[config.mk]
export PLATFORM = sky130hd
export DESIGN_NAME = fetch_stage
export DESIGN_NICKNAME = d
export VERILOG_FILES = /design/src/rtl/rv32i_pkg.sv /design/src/rtl/if_id_reg.sv /design/src/rtl/fetch_stage.sv
export SDC_FILE = /design/constraint.sdc
export NUM_CORES = 1
export LEC_CHECK = 0
export ABC_AREA = 1
export CORE_MARGIN = 2
export CORE_UTILIZATION = 26
export CTS_CLUSTER_DIAMETER = 80
export DETAILED_ROUTE_END_ITERATION = 16
export HOLD_SLACK_MARGIN = 0.15
export PLACE_DENSITY = 0.51
export SLEW_MARGIN = 20
export SYNTH_ARGS = -nofsm -noshare
export SYNTH_HDL_FRONTEND = slang
export SYNTH_SLANG_ARGS = --single-unit
[constraint.sdc]
create_clock -name clk -period 1.7 [get_ports clk]
set_clock_uncertainty 0.05 [all_clocks]
set_input_delay 0.425 -clock clk [delete_from_list [all_inputs] [get_ports clk]]
set_output_delay 0.425 -clock clk [all_outputs]
set_load 0.1 [all_outputs]
[src/rtl/rv32i_pkg.sv]
// Shared RV32I core definitions: reset PC, bubble instruction,
// PC increment and the IF/ID pipeline bundle.
package rv32i_pkg;

    localparam logic [31:0] RESET_PC_DEFAULT = 32'h0000_0000;
    localparam logic [31:0] NOP_INSTR        = 32'h0000_0013;
    localparam logic [31:0] PC_INC           = 32'd4;

    typedef struct packed {
        logic [31:0] instr;
        logic [31:0] pc;
        logic [31:0] pc_plus4;
        logic        valid;
    } if_id_t;

    function automatic if_id_t bubble(input logic [31:0] nop);
        if_id_t b;
        b.instr    = nop;
        b.pc       = '0;
        b.pc_plus4 = '0;
        b.valid    = 1'b0;
        return b;
    endfunction

endpackage

[src/rtl/if_id_reg.sv]
// IF/ID pipeline register: reset beats flush, flush beats stall.
module if_id_reg
    import rv32i_pkg::if_id_t;
    import rv32i_pkg::bubble;
#(
    parameter logic [31:0] NOP_INSTR = rv32i_pkg::NOP_INSTR
) (
    input  logic   clk,
    input  logic   rst,
    input  logic   flush,
    input  logic   stall,
    input  if_id_t fetch_i,
    output if_id_t dec_o
);

    if_id_t ifid_q;
    if_id_t ifid_d;

    always_comb begin
        ifid_d = fetch_i;
        if (flush) begin
            ifid_d = bubble(NOP_INSTR);
        end else if (stall) begin
            ifid_d = ifid_q;
        end
    end

    always_ff @(posedge clk) begin
        if (rst) begin
            ifid_q <= bubble(NOP_INSTR);
        end else begin
            ifid_q <= ifid_d;
        end
    end

    assign dec_o = ifid_q;

endmodule

[src/rtl/fetch_stage.sv]
// Instruction fetch: PC register, next-PC select and the IF/ID register.
module fetch_stage
    import rv32i_pkg::if_id_t;
    import rv32i_pkg::PC_INC;
#(
    parameter logic [31:0] RESET_PC  = rv32i_pkg::RESET_PC_DEFAULT,
    parameter logic [31:0] NOP_INSTR = rv32i_pkg::NOP_INSTR
) (
    input  logic        clk,
    input  logic        rst,
    input  logic        stall_f,
    input  logic        stall_d,
    input  logic        flush_d,
    input  logic        pc_src_e,
    input  logic [31:0] pc_target_e,
    output logic [31:0] imem_addr,
    input  logic [31:0] imem_rd,
    output logic [31:0] pc_f,
    output logic [31:0] instr_d,
    output logic [31:0] pc_d,
    output logic [31:0] pc_plus4_d,
    output logic        valid_d
);

    logic [31:0] pc_fetch_q;
    logic [31:0] pc_fetch_d;
    logic [31:0] pc_plus4_f;
    if_id_t      fetch_bundle;
    if_id_t      dec_bundle;

    assign pc_plus4_f = pc_fetch_q + PC_INC;

    // Redirect wins over a fetch stall; targets are forced word-aligned.
    always_comb begin
        pc_fetch_d = pc_plus4_f;
        if (pc_src_e) begin
            pc_fetch_d = {pc_target_e[31:2], 2'b00};
        end else if (stall_f) begin
            pc_fetch_d = pc_fetch_q;
        end
    end

    always_ff @(posedge clk) begin
        if (rst) begin
            pc_fetch_q <= RESET_PC;
        end else begin
            pc_fetch_q <= pc_fetch_d;
        end
    end

    assign pc_f      = pc_fetch_q;
    assign imem_addr = {2'b00, pc_fetch_q[31:2]};

    always_comb begin
        fetch_bundle.instr    = imem_rd;
        fetch_bundle.pc       = pc_fetch_q;
        fetch_bundle.pc_plus4 = pc_plus4_f;
        fetch_bundle.valid    = 1'b1;
    end

    if_id_reg #(
        .NOP_INSTR (NOP_INSTR)
    ) u_if_id (
        .clk     (clk),
        .rst     (rst),
        .flush   (flush_d),
        .stall   (stall_d),
        .fetch_i (fetch_bundle),
        .dec_o   (dec_bundle)
    );

    assign instr_d    = dec_bundle.instr;
    assign pc_d       = dec_bundle.pc;
    assign pc_plus4_d = dec_bundle.pc_plus4;
    assign valid_d    = dec_bundle.valid;

endmodule

==> run summary <==
Routed WL -> 20000 um
Final Critical Period -> 1620 ps
TritonCTS clock tree -> yes
H-tree depth -> 4
cells after synthesis -> 811
Initial Utilization -> 0.267
core region area -> 21200 um2
number of synthesized register bits -> 123
Arrival @ worst endpoint -> 1140 ps
initial DRC count -> 308
P_leak -> 4.44 nW
Critical Path, Cell by Cell -> buf_4, buf_12
clk_lat worst skew -> 420 ps
part of the cycle the worst path needs -> 0.952
RSZ-0062 raised after global routing -> yes
DRC viols -> 0
initial antenna violation count -> 0
max_cap viols -> 0
post-synthesis xor/xnor area fraction -> 0.0232
total grt overflow -> 0
synth warn -> 0
Met2 Wirelength -> 9550 um
reg2reg setup slack -> 80 ps
vias in the first global route -> 5509
HP Class -> flip-flop to flip-flop
DP Area -> 9880 um2
Most used DFF post-synth -> dfxtp_1
Synth top area share -> 0.435
endpoints failing setup -> 0
synthesized cell area -> 5650 um2
async set-reset flop share out of synthesis -> 0
cts bufs inserted -> 17
antenna viol nets, final -> 0
clock slew at reported path FFs -> 50 ps
main combinational cell family by area after synthesis -> simple AND/OR/NAND/NOR gates
most frequent cell after synthesis -> nand2_1
vias per std cell -> 4.35
I/O pins -> 231
pin count of the biggest net entering global routing -> 53
met3 routed WL -> 1390 um
ranking of synthesized cells by area -> dfxtp_1, nand2_1, a21oi_1
run status -> complete, no violations
min-delay src -> u_if_id.dec_o[37]$_SDFFE_PP0N_
peak supply drop -> 0.616 mV
Worst setup SP type -> flip-flop
placed insts -> 1282
# nets final -> 1107
Port Buffer Count -> 220
Post-synth top cells -> nand2_1, dfxtp_1, a21oi_1
Final Non-Filler Cells -> 1322
Top delay family on crit path -> flip-flops
CTS Hold Bufs -> 0
slowest stage delay, CP -> 360 ps
fillers -> 2015
Post-Synth Adder-Cell Area -> 0.00221
Die ar. -> 22900 um2
Std-Cell Rows -> 53
first-pass GRT wire length -> 31200 um
TNS Setup -> 0 ps
maximum root-to-sink buffer count -> 2
compound-gate portion of the synthesized area -> 0.150
die height -> 151 um
r2r startpoint -> pc_f[2]$_SDFFE_PP0P_
number of synthesized flops with an enable pin -> 0
post-synthesis mux area share -> 0
Setup crit start -> pc_f[18]$_SDFFE_PP0P_
uppermost layer routed -> met4
CP Capture Type -> primary output
Max Clk Rate -> 618 MHz
Root Driver -> clkbuf_16
clk sink count -> 123
dpl hpwl -> 15300 um
final core utilization -> 0.498
post-route cell area -> 10500 um2
Die Wd -> 151 um
sequential cell area fraction in the yosys report -> 0.435
buffers and inverters on the worst path -> 2
area share of and/or/nand/nor cells after synthesis -> 0.256
drt pass-1 iters -> 4
Layout area overhead -> 86.3%
Antenna diodes -> 0
cell taking the most area after synthesis -> dfxtp_1
slowest CP cell -> dfxtp_4
Avg WL per Cell -> 15.1 um
Via Count -> 5747
Min Hold Slack -> 446 ps
Netlist cell types -> 26
Final Max Tran Viols -> 0
Setup CP Type -> flip-flop to primary output
endpoints failing hold -> 0
Syn Area/Cell -> 6.97 um2
fraction of layout cells with a size suffix above 1 -> 0.287
GRT Overall Usage -> 0.179
crit path max fanout -> 5
gpl congestion -> 0.861
worst path required time -> 1220 ps
Pwr per Cell Area -> 872 nW/um2
wl on met1 -> 8790 um
## registers in the layout (all words and copies together), names as in the netlist
| signal | cells |
|---|---|
| u_if_id.dec_o | 93 |
| pc_f | 30 |
## routing by layer
| metal | vias up | global-route usage |
|---|---|---|
| met5 | - | 0 |
| met4 | 0 | 0.0500 |
| met3 | 17 | 0.0578 |
| met2 | 161 | 0.277 |
| met1 | 2616 | 0.239 |
| li1 | 2953 | - |
## report_power, final
part	switching, mW	internal [mW]
clock network	1.31	2.10
logic	1.70	0.941
registers	0.132	3.00
total	3.15	6.04
## cell families after synthesis
logic type,after synthesis
adders and majority gates,1
and+or+nand+nor,352
DFF,123
xor gates and xnor gates,15
other,1
buffers and inverters,157
AOI/OAI and AO/OA,162
## layout by cell type (no fill, tap or decap)
master           count
buf_4               47
xor2_2               1
clkbuf_1             2
inv_1               76
a21oi_2              1
o21ai_0             59
clkinvlp_4           1
nor3_1               1
xnor2_1              4
nor2_4               9
a22o_1               6
nor2_1              74
clkbuf_16           18
conb_1               8
buf_6                1
dfxtp_4             14
a31oi_1              7
buf_2                1
nand3_1             21
a21oi_1             82
inv_2                1
nand2_1            227
clkbuf_8             1
nand2_2              4
dfxtp_2             16
a21o_1               3
ha_4                 1
xor2_1              10
and2_1               3
nand2_4              2
clkdlybuf4s50_1     66
nor2_2              10
clkinv_2             8
bufinv_16            1
o21ai_1              4
buf_12             163
dfxtp_1             93
nand3b_1             1
## worst paths after layout
| kind | end | depth (start not counted) |
|---|---|---|
| min reg2reg | u_if_id.dec_o[37]$_SDFFE_PP0N_ | 2 |
| min | u_if_id.dec_o[37]$_SDFFE_PP0N_ | 2 |
| max | imem_addr[16] | 2 |
| max reg2reg | pc_f[22]$_SDFFE_PP0P_ | 10 |
## metrics by stage
stage          worst slack (ps)  total power [mW]
6_report                   82.4              9.18
5_1_grt                   -20.0              9.55
4_1_cts                    37.5              9.28
3_5_place_dp               -233              5.84
3_3_place_gp               -206              5.83
2_1_floorplan             -4.84              4.77
## timing repair
action	4_1_cts	5_1_grt
endpoints found under the hold margin	0	0
pin swaps	0	9
setup buffers	0	10
setup endpoints to repair	1	19
resized for setup	1	13
## worst min-delay path, delay by kind of cell, from the launching register on
kind,cells,cell delay [ps]
AOI/OAI and AO/OA,1,50
DFF,1,330
and+or+nand+nor,1,70
## final cells by class
cell class                      count  area, um2  area share
Clock inverter                      9       72.6     0.00689
Sequential cell                   123       2530       0.241
Multi-Input combinational cell    538       2520       0.240
Tap cell                          275        344      0.0327
Inverter                           78        294      0.0279
Timing Repair Buffer              278       4290       0.407
Clock buffer                       21        472      0.0448
(Power assumes the default switching activity.)
